[config.mk]
export PLATFORM = sky130hd
export DESIGN_NAME = sha_compress_stage_flat
export DESIGN_NICKNAME = d
export VERILOG_FILES = /design/src/rtl/sha_compress_stage_if.sv /design/src/rtl/sha_compress_stage.sv /design/src/flat_wrapper.sv
export SDC_FILE = /design/constraint.sdc
export NUM_CORES = 2
export LEC_CHECK = 0
export BUFFER_PORTS_ARGS = -buffer_cell sky130_fd_sc_hd__buf_2
export CORE_AREA = 2 2 504 506
export CTS_BUF_LIST = sky130_fd_sc_hd__clkbuf_4 sky130_fd_sc_hd__clkbuf_8
export DETAILED_ROUTE_END_ITERATION = 8
export DIE_AREA = 0 0 506 508
export PLACE_DENSITY = 0.44
export SYNTH_ARGS = -nofsm -noshare
export SYNTH_HDL_FRONTEND = slang
export SYNTH_SLANG_ARGS = --single-unit
[constraint.sdc]
create_clock -name clk -period 43.3 [get_ports clk]
set_input_delay 2.165 -clock clk [delete_from_list [all_inputs] [get_ports clk]]
set_output_delay 2.165 -clock clk [all_outputs]
set_load 0.05 [all_outputs]
[src/rtl/sha_compress_stage_if.sv]
// Handshake and data bundle between a SHA-256 schedule stage (master side)
// and a compression stage (slave side). Words are 32 bits, a..h packed with
// a in the low word.
`timescale 1ns/1ps

interface sha_compress_stage_if #(
    parameter int W_BLKCNT = 16
);
    logic                      en;
    logic [W_BLKCNT*32-1:0]    W;
    logic [255:0]              state_in;
    logic [255:0]              h_in;
    logic [255:0]              state_out;
    logic                      en_next;
    logic                      busy;

    modport master (
        output en, W, state_in, h_in,
        input  state_out, en_next, busy
    );

    modport slave (
        input  en, W, state_in, h_in,
        output state_out, en_next, busy
    );
endinterface

[src/rtl/sha_compress_stage.sv]
// SHA-256 compression stage: runs DELAY rounds (K[ROUND_BASE..], W[W_OFFSET..])
// on the a..h working state, one round per clock, then strobes en_next with the
// registered result. With FEED_FWD the chaining value h_in is added word-wise.
// Round 0 is computed in the accept cycle straight from the bus inputs, so the
// result appears exactly DELAY cycles after en is sampled.
`timescale 1ns/1ps

module sha_compress_stage #(
    parameter int W_BLKCNT   = 16,
    parameter int DELAY      = 16,   // 1..64
    parameter int ROUND_BASE = 0,    // ROUND_BASE + DELAY <= 64
    parameter int W_OFFSET   = 0,    // W_OFFSET + DELAY <= W_BLKCNT
    parameter int FEED_FWD   = 0
) (
    input  logic                 clk,
    input  logic                 reset,
    sha_compress_stage_if.slave  bus
);

    localparam int                 CNT_W    = (DELAY > 1) ? $clog2(DELAY) : 1;
    localparam logic [CNT_W-1:0]   CNT_LAST = CNT_W'(DELAY - 1);

    typedef enum logic {ST_IDLE = 1'b0, ST_RUN = 1'b1} fsm_e;

    localparam logic [31:0] K_TAB [64] = '{
        32'h428a2f98, 32'h71374491, 32'hb5c0fbcf, 32'he9b5dba5,
        32'h3956c25b, 32'h59f111f1, 32'h923f82a4, 32'hab1c5ed5,
        32'hd807aa98, 32'h12835b01, 32'h243185be, 32'h550c7dc3,
        32'h72be5d74, 32'h80deb1fe, 32'h9bdc06a7, 32'hc19bf174,
        32'he49b69c1, 32'hefbe4786, 32'h0fc19dc6, 32'h240ca1cc,
        32'h2de92c6f, 32'h4a7484aa, 32'h5cb0a9dc, 32'h76f988da,
        32'h983e5152, 32'ha831c66d, 32'hb00327c8, 32'hbf597fc7,
        32'hc6e00bf3, 32'hd5a79147, 32'h06ca6351, 32'h14292967,
        32'h27b70a85, 32'h2e1b2138, 32'h4d2c6dfc, 32'h53380d13,
        32'h650a7354, 32'h766a0abb, 32'h81c2c92e, 32'h92722c85,
        32'ha2bfe8a1, 32'ha81a664b, 32'hc24b8b70, 32'hc76c51a3,
        32'hd192e819, 32'hd6990624, 32'hf40e3585, 32'h106aa070,
        32'h19a4c116, 32'h1e376c08, 32'h2748774c, 32'h34b0bcb5,
        32'h391c0cb3, 32'h4ed8aa4a, 32'h5b9cca4f, 32'h682e6ff3,
        32'h748f82ee, 32'h78a5636f, 32'h84c87814, 32'h8cc70208,
        32'h90befffa, 32'ha4506ceb, 32'hbef9a3f7, 32'hc67178f2
    };

    function automatic logic [31:0] rotr(input logic [31:0] x, input int n);
        return (x >> n) | (x << (32 - n));
    endfunction

    // One SHA-256 round on a packed {h,g,f,e,d,c,b,a} state.
    function automatic logic [255:0] sha_round(input logic [255:0] s,
                                               input logic [31:0]  k,
                                               input logic [31:0]  wt);
        logic [31:0] a, b, c, d, e, f, g, h;
        logic [31:0] t1, t2;
        {h, g, f, e, d, c, b, a} = s;
        t1 = h + (rotr(e, 6) ^ rotr(e, 11) ^ rotr(e, 25)) + ((e & f) ^ (~e & g)) + k + wt;
        t2 = (rotr(a, 2) ^ rotr(a, 13) ^ rotr(a, 22)) + ((a & b) ^ (a & c) ^ (b & c));
        return {g, f, e, d + t1, c, b, a, t1 + t2};
    endfunction

    function automatic logic [255:0] add_words(input logic [255:0] x,
                                               input logic [255:0] y);
        logic [255:0] r;
        for (int i = 0; i < 8; i++) begin
            r[i*32 +: 32] = x[i*32 +: 32] + y[i*32 +: 32];
        end
        return r;
    endfunction

    fsm_e               r_fsm;
    fsm_e               w_fsm_nxt;
    logic [CNT_W-1:0]   r_cnt;
    logic [255:0]       r_state;
    logic [255:0]       r_state_out;
    logic               r_en_next;

    logic               w_start;
    logic               w_adv;
    logic               w_last;
    logic               w_busy;
    logic [5:0]         w_k_idx;
    logic [31:0]        w_wt;
    logic [31:0]        w_w_run;
    logic [255:0]       w_src;
    logic [255:0]       w_round;
    logic [255:0]       w_result;

    // FSM state register.
    // NOTE: sequential state always uses <= so every flop samples pre-edge values.
    always_ff @(posedge clk or posedge reset) begin
        if (reset) begin
            r_fsm <= ST_IDLE;
        end else begin
            r_fsm <= w_fsm_nxt;
        end
    end

    // FSM next-state: a single-round stage never leaves IDLE.
    // NOTE: every always_comb output gets a default first so no latch is inferred.
    always_comb begin
        w_fsm_nxt = r_fsm;
        unique case (r_fsm)
            ST_IDLE: if (bus.en && (DELAY > 1)) w_fsm_nxt = ST_RUN;
            ST_RUN:  if (r_cnt == CNT_LAST)     w_fsm_nxt = ST_IDLE;
            default: w_fsm_nxt = ST_IDLE;
        endcase
    end

    // FSM outputs: accept in IDLE, advance in RUN, flag the final round.
    always_comb begin
        w_start = 1'b0;
        w_adv   = 1'b0;
        w_last  = 1'b0;
        w_busy  = 1'b0;
        unique case (r_fsm)
            ST_IDLE: begin
                w_start = bus.en;
                w_last  = bus.en && (DELAY == 1);
            end
            ST_RUN: begin
                w_adv  = 1'b1;
                w_busy = 1'b1;
                w_last = (r_cnt == CNT_LAST);
            end
            default: ;
        endcase
    end

    // Latched W window; round 0 takes its word straight from the bus.
    if (DELAY > 1) begin : g_win
        logic [31:0] r_w [DELAY];

        // Capture the DELAY window words this stage consumes on accept.
        // NOTE: this word array is reset because a reset must leave every latched register at 0.
        always_ff @(posedge clk or posedge reset) begin
            if (reset) begin
                for (int i = 0; i < DELAY; i++) r_w[i] <= '0;
            end else if (w_start) begin
                for (int i = 0; i < DELAY; i++) r_w[i] <= bus.W[(W_OFFSET + i)*32 +: 32];
            end
        end

        assign w_w_run = r_w[r_cnt];
    end else begin : g_nowin
        assign w_w_run = '0;
    end

    // Round datapath: IDLE works on the incoming state, RUN on the latched one.
    always_comb begin
        w_k_idx = 6'(ROUND_BASE) + 6'(r_cnt);
        if (r_fsm == ST_IDLE) begin
            w_src = bus.state_in;
            w_wt  = bus.W[W_OFFSET*32 +: 32];
        end else begin
            w_src = r_state;
            w_wt  = w_w_run;
        end
        w_round = sha_round(w_src, K_TAB[w_k_idx], w_wt);
    end

    // Optional feed-forward of the chaining value.
    if (FEED_FWD != 0) begin : g_ff
        logic [255:0] r_h_in;
        logic [255:0] w_h_sel;

        // Hold h_in from the accept edge until the final round.
        always_ff @(posedge clk or posedge reset) begin
            if (reset) begin
                r_h_in <= '0;
            end else if (w_start) begin
                r_h_in <= bus.h_in;
            end
        end

        assign w_h_sel  = (r_fsm == ST_IDLE) ? bus.h_in : r_h_in;
        assign w_result = add_words(w_round, w_h_sel);
    end else begin : g_noff
        assign w_result = w_round;
    end

    // Working state, round counter and registered result/strobe.
    always_ff @(posedge clk or posedge reset) begin
        if (reset) begin
            r_cnt       <= '0;
            r_state     <= '0;
            r_state_out <= '0;
            r_en_next   <= 1'b0;
        end else begin
            r_en_next <= w_last;
            if (w_start || w_adv) begin
                r_state <= w_round;
            end
            if (w_start) begin
                r_cnt <= (DELAY > 1) ? CNT_W'(1) : '0;
            end else if (w_adv) begin
                r_cnt <= w_last ? '0 : r_cnt + 1'b1;
            end
            if (w_last) begin
                r_state_out <= w_result;
            end
        end
    end

    assign bus.state_out = r_state_out;
    assign bus.en_next   = r_en_next;
    assign bus.busy      = w_busy;

endmodule
[src/flat_wrapper.sv]
// flat-port wrapper written by rule: the top's interface ports become plain ports
module sha_compress_stage_flat 
#(
    parameter int W_BLKCNT   = 16,
    parameter int DELAY      = 16,           
    parameter int ROUND_BASE = 0,                               
    parameter int W_OFFSET   = 0,                                   
    parameter int FEED_FWD   = 0
)
  (clk, reset, bus_en, bus_W, bus_state_in, bus_h_in, bus_state_out, bus_en_next, bus_busy);
  sha_compress_stage_if #(.W_BLKCNT(W_BLKCNT)) bus_i ();
  input  logic clk;
  input  logic reset;
  input wire logic [$bits(bus_i.en)-1:0] bus_en;
  input wire logic [$bits(bus_i.W)-1:0] bus_W;
  input wire logic [$bits(bus_i.state_in)-1:0] bus_state_in;
  input wire logic [$bits(bus_i.h_in)-1:0] bus_h_in;
  output wire logic [$bits(bus_i.state_out)-1:0] bus_state_out;
  output wire logic [$bits(bus_i.en_next)-1:0] bus_en_next;
  output wire logic [$bits(bus_i.busy)-1:0] bus_busy;
  assign bus_i.en = bus_en;
  assign bus_i.W = bus_W;
  assign bus_i.state_in = bus_state_in;
  assign bus_i.h_in = bus_h_in;
  assign bus_state_out = bus_i.state_out;
  assign bus_en_next = bus_i.en_next;
  assign bus_busy = bus_i.busy;
  sha_compress_stage #(.W_BLKCNT(W_BLKCNT), .DELAY(DELAY), .ROUND_BASE(ROUND_BASE), .W_OFFSET(W_OFFSET), .FEED_FWD(FEED_FWD)) u_core (.clk(clk), .reset(reset), .bus(bus_i));
endmodule
==> flow_summary.yaml <==
status:
  outcome: "finished, final reports clean"
cells_and_area:
  fillCellCount: 26810
  final_util_pct: 27.8
  seq_area_um2: 25800
  fin_cells: 9733
  multi_input_area_um2: 29200
  areaGrowthSynthToFinish_pct: 23.5
  layout-drive-gt1-share_pct: 36.2
  fin_nets: 7392
grt:
  antenna_found_initial: 256
  grt_start_max_net_pins: 197
  grt_pass1_wl_mm: 387
  grt_use_total_pct: 21.7
  grt_pass1_vias: 45391
  grt.overflow.total: 0
setup_path:
  crit_required_ns: 44.07
  cp-start-kind: "register"
  path_delay_family: "compound AO/OA/AOI/OAI gates"
  worst-r2r-cell-count: 32
  r2r-start: "u_core.r_cnt[1]$_DFFE_PP0P_"
  max_stage_delay_ns: 0.78
  crit_fanout: 27
  arrival_ns: 11.84
  r2r-end: "u_core.bus.state_out[31]$_DFFE_PP0P_"
  critPathBufInv: 5
  worstSetupEndpointType: "register"
  crit_start: "u_core.r_cnt[1]$_DFFE_PP0P_"
  reg2reg_slack_ns: 32.23
  worstSetupPathType: "register to register"
  slowest_stage: "dfrtp_4"
sta:
  worst_slew_pin_slew_ns: 1.21
  slew_headroom_pct: 18.9
  fin_tns_setup_ns: 0
  period_minus_slack_ns: 11.07
  drv_slew: 0
  post-route-period-util_pct: 25.6
  finalSetupViolations: 0
  final_hold_viol_count: 0
  fmax_ghz: 0.0904
  rsz0062_at_grt: "false"
  fin_skew_ns: 0.0840
worst_hold_path:
  hold_class: "register to register"
  holdPathEnd: "u_core.bus.state_out[185]$_DFFE_PP0P_"
  min_from: "u_core.bus.state_out[185]$_DFFE_PP0P_"
  min_path_cells: 2
die:
  core_um2: 252000
  start_util_pct: 22.5
  die-area_um2: 257000
  die_x_um: 506
  rows: 185
  io_pins: 1285
  die_y_um: 508
routing:
  ant_nets: 0
  num_vias: 44969
  drc: 0
  avgRoutedWirePerCell_um: 29.4
  first_iter_violations: 3148
  totalWireLength_mm: 286
  dr.pass1.iters: 6
  routed_via_density: 4.62
logic_synthesis:
  ys_seq_area_share_pct: 45.3
  yosys_register_bits: 1030
  synth.avg_cell_area_um2: 11.0
  synthCells: 5162
  synth_top_flop_cell: "dfrtp_1"
  synthArstFlopShare_pct: 100
  synth-warning-count: 0
  synth_area_um2: 56900
  synth_cell_types: 72
  syn_nets: 6417
  synth_edf_count: 0
place:
  dpl.hpwl_mm: 230
  portBuffers: 1028
  placed_cells: 9301
  gp_congestion: 0.898
clock_network:
  post_cts_resized: 0
  cts_setup_buffers: 0
  cts_tree: "yes"
  cts-htree-levels: 4
  cts_buffers: 200
  clockRootBuffer: "clkbuf_8"
  clock_latency_ns: 0.98
  cts.path.max_buffers: 3
  clk_pin_slew_worst_paths_ns: 0.06
  cts_hold_buf: 0
  clock_sinks: 1030
flow_run:
  drv_cap: 0
==> Yosys cell counts, types with 7 or more instances <==
library cell | n | area, um2
a211o_1 | 7 | 61.3
a211oi_1 | 26 | 195
a21boi_0 | 12 | 90.1
a21o_1 | 26 | 195
a21oi_1 | 195 | 976
a31oi_1 | 26 | 163
and2_1 | 9 | 56.3
and3_1 | 14 | 87.6
buf_1 | 50 | 188
buf_2 | 12 | 60.1
clkbuf_1 | 287 | 1080
dfrtp_1 | 1030 | 25800
fa_1 | 125 | 2500
ha_1 | 103 | 1290
inv_1 | 137 | 514
maj3_1 | 32 | 320
mux2_2 | 616 | 6940
mux2i_1 | 242 | 2420
mux4_2 | 157 | 3540
nand2_1 | 997 | 3740
nand2b_1 | 23 | 144
nand3_1 | 23 | 115
nor2_1 | 146 | 548
nor2b_1 | 24 | 150
nor3_1 | 21 | 105
o21a_1 | 10 | 75.1
o21ai_0 | 404 | 2020
o21bai_1 | 18 | 135
o31ai_1 | 15 | 113
or3_1 | 7 | 43.8
xnor2_1 | 187 | 1640
xor2_1 | 97 | 850
==> metrics by stage <==
step	instance area [um2]	hold WS (ns)	setup WS (ns)
final	70300	0.467	32.23
after floorplan	56900	0.472	12.15
after CTS	70100	0.474	32.26
after global placement	65700	0.452	32.24
after global routing	70200	0.489	31.55
after detailed placement	65700	0.457	32.30
==> cell families (layout without fill, tap and decap cells) <==
family                   Yosys count  after routing  share of synthesized area, %
AND/OR/NAND/NOR                 1290           1290                          9.11
flip-flops                      1030           1030                          45.3
multiplexers                    1017           1017                          22.8
AO/OA/AOI/OAI                    788            788                          7.87
buffers and inverters            492           1618                          3.29
XOR/XNOR                         285            285                          4.40
adder cells (fa/ha/maj)          260            260                          7.23
other                              0             79                             0
==> cells in the final DEF, fill, tap and decap left out, types with 15 or more instances in the layout <==
cell,synthesis,layout
nor2b_1,24,23
mux2i_1,242,241
o21bai_1,18,18
diode_2,0,79
mux2_2,616,616
ha_1,103,103
nand3_1,23,23
a31oi_1,26,26
nand2_1,997,997
buf_2,12,1027
a211oi_1,26,26
maj3_1,32,32
inv_1,137,136
xor2_1,97,97
nor3_1,21,21
a21o_1,26,26
mux4_2,157,157
xnor2_1,187,187
fa_1,125,125
clkbuf_8,0,254
dfrtp_1,1030,1025
nand2b_1,23,23
o31ai_1,15,15
nor2_1,146,145
clkbuf_4,0,70
a21oi_1,195,195
buf_4,1,90
o21ai_0,404,404
==> routing by layer <==
| layer | track usage, % | vias up | wire, um |
|---|---|---|---|
| li1 | - | 19955 | - |
| met1 | 25.0 | 22445 | 111000 |
| met2 | 37.7 | 1728 | 141000 |
| met3 | 7.01 | 665 | 23000 |
| met4 | 7.29 | 176 | 10800 |
| met5 | 0 | - | 1100 |
==> flip-flops by register name (all words and copies together) (netlist names) <==
name / flops
u_core.bus.state_out: 256
u_core.g_win.r_w: 512
u_core.r_fsm: 1
u_core.r_state: 256
u_core.bus.en_next: 1
u_core.r_cnt: 4
==> area by class of cell <==
class | count | share of cell area (%)
tap | 3366 | 5.99
multi-input combinational | 3640 | 41.6
timing repair buffer | 1124 | 8.47
inverter | 141 | 0.773
clock buffer | 324 | 5.72
sequential | 1030 | 36.7
clock inverter | 29 | 0.431
antenna | 79 | 0.281
==> worst min-delay path, stage by stage (launching register included) <==
cell and delay [ns]:
dfrtp_1 0.33, nand2_1 0.05, nand2_1 0.05
==> worst max-delay path by stage <==
stage	depth (start not counted)	to
6_report	32	u_core.bus.state_out[31]$_DFFE_PP0P_
5_1_grt	31	u_core.bus.state_out[31]$_DFFE_PP0P_
4_1_cts	32	u_core.bus.state_out[31]$_DFFE_PP0P_
3_5_place_dp	31	u_core.bus.state_out[31]$_DFFE_PP0P_
3_3_place_gp	31	u_core.bus.state_out[31]$_DFFE_PP0P_
2_1_floorplan	1	u_core.bus.en_next$_DFF_PP0_
Power is left out: the tool's default activity adds up to more than one toggle a clock period on the data nets, which glitch-free logic cannot reach.
